`src/rtl/mpc_seq.sv`:
```
// mpc_seq: microprogram sequencer for the multi-cycle CPU.
// Steps a 6-bit mpc through microcode and decodes AU controls.
module mpc_seq #(
    parameter int unsigned MAX_STEPS = 255
) (
    input  logic        clk,
    input  logic        rst_n,
    input  logic        start,
    input  logic [5:0]  entry,
    output logic [5:0]  uaddr,
    input  logic [15:0] uword,
    input  logic        gf,
    output logic        au_en,
    output logic [3:0]  ac,
    output logic        ld_a,
    output logic        ld_b,
    output logic        ld_r,
    output logic        busy,
    output logic        done,
    output logic        err
);

    typedef enum logic {
        S_IDLE,
        S_RUN
    } state_t;

    typedef enum logic [1:0] {
        SEQ_NEXT = 2'b00,
        SEQ_JUMP = 2'b01,
        SEQ_BRGF = 2'b10,
        SEQ_END  = 2'b11
    } seq_op_t;

    localparam logic [7:0] LP_LAST   = 8'(MAX_STEPS - 1);
    localparam logic [3:0] LP_AC_CMP = 4'b1001;

    state_t     r_state;
    logic [5:0] r_mpc;
    logic [7:0] r_step;
    logic       r_gfq;
    logic       r_done;
    logic       r_err;

    seq_op_t    w_op;
    logic [5:0] w_target;
    logic [5:0] w_inc;
    logic [5:0] w_next;
    logic       w_run;
    logic       w_cmp;
    logic       w_trip;

    assign w_op     = seq_op_t'(uword[15:14]);
    assign w_target = uword[13:8];
    assign w_inc    = r_mpc + 6'd1;
    assign w_run    = (r_state == S_RUN);
    assign w_cmp    = uword[3] && (uword[7:4] == LP_AC_CMP);
    assign w_trip   = (r_step == LP_LAST);

    // Next mpc for non-END microwords; branches see only the captured flag
    always_comb begin
        w_next = w_inc;
        unique case (w_op)
            SEQ_JUMP: w_next = w_target;
            SEQ_BRGF: w_next = r_gfq ? w_target : w_inc;
            default:  w_next = w_inc;
        endcase
    end

    // Sequencer FSM: mpc, step watchdog, gf capture and status flags
    always_ff @(posedge clk or negedge rst_n) begin
        if (!rst_n) begin
            r_state <= S_IDLE;
            r_mpc   <= 6'd0;
            r_step  <= 8'd0;
            r_gfq   <= 1'b0;
            r_done  <= 1'b0;
            r_err   <= 1'b0;
        end else begin
            r_done <= 1'b0;
            unique case (r_state)
                S_IDLE: begin
                    if (start) begin
                        r_state <= S_RUN;
                        r_mpc   <= entry;
                        r_step  <= 8'd0;
                        r_gfq   <= 1'b0;
                        r_err   <= 1'b0;
                    end
                end
                S_RUN: begin
                    r_step <= r_step + 8'd1;
                    if (w_cmp) begin
                        r_gfq <= gf;
                    end
                    if (w_op == SEQ_END) begin
                        r_state <= S_IDLE;
                        r_done  <= 1'b1;
                    end else if (w_trip) begin
                        r_state <= S_IDLE;
                        r_err   <= 1'b1;
                    end else begin
                        r_mpc <= w_next;
                    end
                end
                default: r_state <= S_IDLE;
            endcase
        end
    end

    assign uaddr = r_mpc;
    assign busy  = w_run;
    assign done  = r_done;
    assign err   = r_err;

    // Controls are live copies of the microword, forced low outside RUN
    assign au_en = w_run & uword[3];
    assign ac    = w_run ? uword[7:4] : 4'h0;
    assign ld_a  = w_run & uword[2];
    assign ld_b  = w_run & uword[1];
    assign ld_r  = w_run & uword[0];

endmodule
```
`config.mk`:
```
export PLATFORM = sky130hd
export DESIGN_NAME = mpc_seq
export DESIGN_NICKNAME = d
export VERILOG_FILES = /design/src/rtl/mpc_seq.sv
export SDC_FILE = /design/constraint.sdc
export NUM_CORES = 1
export LEC_CHECK = 0
export CORE_ASPECT_RATIO = 1.2
export CORE_MARGIN = 2
export CORE_UTILIZATION = 36
export DETAILED_ROUTE_END_ITERATION = 16
export GPL_ROUTABILITY_DRIVEN = 0
export PLACE_DENSITY_LB_ADDON = 0.15
export SLEW_MARGIN = 20
export SYNTH_ARGS = -nofsm -noshare
export SYNTH_HDL_FRONTEND = slang
export SYNTH_SLANG_ARGS = --single-unit
```
`constraint.sdc`:
```
create_clock -name clk -period 3.75 [get_ports clk]
set_input_delay 1.125 -clock clk [delete_from_list [all_inputs] [get_ports clk]]
set_output_delay 1.125 -clock clk [all_outputs]
set_load 0.03 [all_outputs]
```
==> impl_results.md <==
* I/O Pins at 43
* Root Buffer: clkbuf_4
* Initial antenna violation count at 0
* Via-to-Cell Ratio at 5.33
* Antenna viol nets, final at 0
* Combinational share of power at 0.419
* Port bufs at 42
* Fin Clk Skew at 2.07 ps
* Reg2reg path depth at 4
* RSZ-0062 raised after global routing: false
* Mux share of post-synthesis cell area at 0.0267
* VDD IR-drop max at 230 µV
* Largest family of logic cells by synthesized area: simple AND/OR/NAND/NOR gates
* Setup crit end kind: primary output
* Slew margin rel. at 0.456
* Post-synthesis compound-gate area fraction at 0.199
* HPWL Detailed at 2.07 mm
* Antenna Cells at 0
* Power per Cell Area at 459 mW/mm²
* Tcrit/Tclk final at 0.942
* Final net count at 197
* Final Hold Viols at 0
* Routed via count at 1,065
* Final min period at 3530 ps
* Crit path DAT at 2410 ps
* Area delta synth->final at 42.4%
* Static leakage at 0.000688 µW
* P_sw at 289 µW
* Synth Area in Adders at 0.0667
* Initial core utilization at 0.371
* Register area share after synthesis at 0.400
* Share of cells above drive strength 1 at 0.0671
* Finished Layout Cells at 200
* Core Area at 0.00303 mm²
* Die Wd at 55.0 µm
* Crit Reg-Reg Endpoint: uaddr[0]$_DFFE_PN0P_
* Largest net degree at the start of global routing at 23
* Ys Warns at 0
* Post-Syn Area at 0.00112 mm²
* Post-Syn Area per Cell at 9.14 µm²
* Seq cells post-synth at 18
* Sequential power share at 0.417
* CP startpoint: uword[3]
* Worst Setup EP: au_en
* Status: completed
* Worst skew pair latency at 290 ps
* R2r setup slk at 1800 ps
* Syn Nets at 155
* Total Power at 736 µW
* CTS Sinks at 18
* Post-Synth Simple-Gate Area at 0.219
* Main synth FF type: dfrtp_1
* Cells resized by post-CTS repair at 0
* # hold bufs at CTS at 0
* Die area at 0.00359 mm²
* Asr flop ratio synth at 1.00
* Clock power share at 0.164
* Synth Area in XOR/XNOR at 0.0389
* H-tree depth at 1
* CTS tree: built
* DRC at 0
* Slew Limit Fails at 0
* Final setup viols at 0
* Tightest Hold Check Type: flop to flop
* First-pass GRT wire length at 4.66 mm
* Worst Path Max Fanout at 2
* Initial DRT Pass Iterations at 4
* Pint at 447 µW
* # rows at 22
* Pre-CTS WS at 210 ps
* Wire per inst at 13.5 µm
* Setup crit start kind: primary input
* DR iter-0 viols at 28
* Most frequent cells in the layout: 42 x clkdlybuf4s50_1, 18 x dfrtp_1, 15 x nand2_1
* GRT Total Usage at 0.175
* Aggregate global routing overflow at 0
* Final WS setup at 218 ps
* Placed Cells at 196
* Fmax at 283 MHz
* Post-CTS Setup Repair Bufs at 0
* Switching part of the total at 0.392
* Post-Syn Instances at 123
* R2R Path Start: busy$_DFF_PN0_
* Clk slew on worst S/H paths at 110 ps
* Critical Path RT at 2620 ps
* Fin Setup TNS at 0 ps
* Total Wirelength at 2.69 mm
* Worst-Margin Slew at 813 ps
* Vias in the first global route at 1,096
* Max Cap Violations at 0
* Clk buf depth at 2
* Die height at 65.2 µm
* Netlist cell types at 35
* TritonCTS Buffers at 3
* Most common cell after layout, fill and taps aside: clkdlybuf4s50_1
* Number of synthesized flops with an enable pin at 0
* Setup CP Type: primary input to primary output
==> synth_stat cells (3+ instances only) <==
cell type / count / area [µm²]
dfrtp_1: 18 / 450
nand2_1: 15 / 56.3
and2_1: 8 / 50.1
nor2_1: 7 / 26.3
ha_1: 6 / 75.1
inv_1: 6 / 22.5
nand3_1: 6 / 30.0
o22ai_1: 6 / 37.5
o31ai_1: 5 / 37.5
a221oi_1: 4 / 35.0
o21ai_0: 4 / 20.0
mux2i_1: 3 / 30.0
nand4_1: 3 / 18.8
xor2_1: 3 / 26.3
==> power by group through the flow <==
stage / combinational (µW) / clock [µW] / sequential [µW]
final: 308 / 120 / 307
after global routing: 336 / 138 / 315
after CTS: 311 / 125 / 307
after detailed placement: 309 / 0 / 310
after global placement: 304 / 0 / 308
after floorplan: 152 / 0 / 338
==> critical path, cell delays in order <==
cell             delay (ps)
clkdlybuf4s50_1         480
and2_1                  130
clkdlybuf4s50_1         680
==> worst min path at each step <==
stage / startpoint / end / slack (ps) / cells past startpoint
final: err$_DFFE_PN0P_ / err$_DFFE_PN0P_ / 500 / 2
after global routing: r_step[7]$_DFFE_PN0P_ / r_step[7]$_DFFE_PN0P_ / 530 / 1
after CTS: err$_DFFE_PN0P_ / err$_DFFE_PN0P_ / 500 / 2
after detailed placement: err$_DFFE_PN0P_ / err$_DFFE_PN0P_ / 470 / 2
after global placement: err$_DFFE_PN0P_ / err$_DFFE_PN0P_ / 480 / 2
after floorplan: r_step[7]$_DFFE_PN0P_ / r_step[7]$_DFFE_PN0P_ / 450 / 1
==> logic make-up (layout without fill, tap and decap cells) <==
logic type | after synthesis | in the layout
AOI/OAI and AO/OA | 30 | 30
adders and majority gates | 6 | 6
xor gates and xnor gates | 5 | 5
and+or+nand+nor | 48 | 48
buffers and inverters | 13 | 54
DFF | 18 | 18
muxes | 3 | 3
==> through the flow <==
step | utilization | area (µm²) | hold WS, ps
finish | 0.529 | 1600 | 496
detailed placement | 0.517 | 1570 | 475
global route | 0.529 | 1600 | 532
global placement | 0.517 | 1570 | 475
floorplan | - | 1120 | 453
CTS | 0.529 | 1600 | 500
==> metal layers <==
| layer | vias to the layer above | track usage | routed length, µm |
|---|---|---|---|
| met2 | 28 | 0.299 | 1330 |
| met3 | 2 | 0.0341 | 128 |
| met1 | 507 | 0.211 | 1210 |
| met4 | 0 | 0.0640 | 23 |
| met5 | - | 0 | 0 |
| li1 | 528 | - | - |
==> cell type report <==
type	instances	area, µm²
inverters	8	30.0
fillers	305	1430
well taps	36	45.0
clock buffers	4	36.3
flip-flops and latches	18	450
repair buffers	42	420
multi-input cells	92	619
==> sequential cells by signal (all words and copies together) (netlist names) <==
name / flops
uaddr: 6
r_gfq: 1
r_step: 8
done: 1
err: 1
busy: 1
Note: power is estimated with default switching activity, not from simulation.
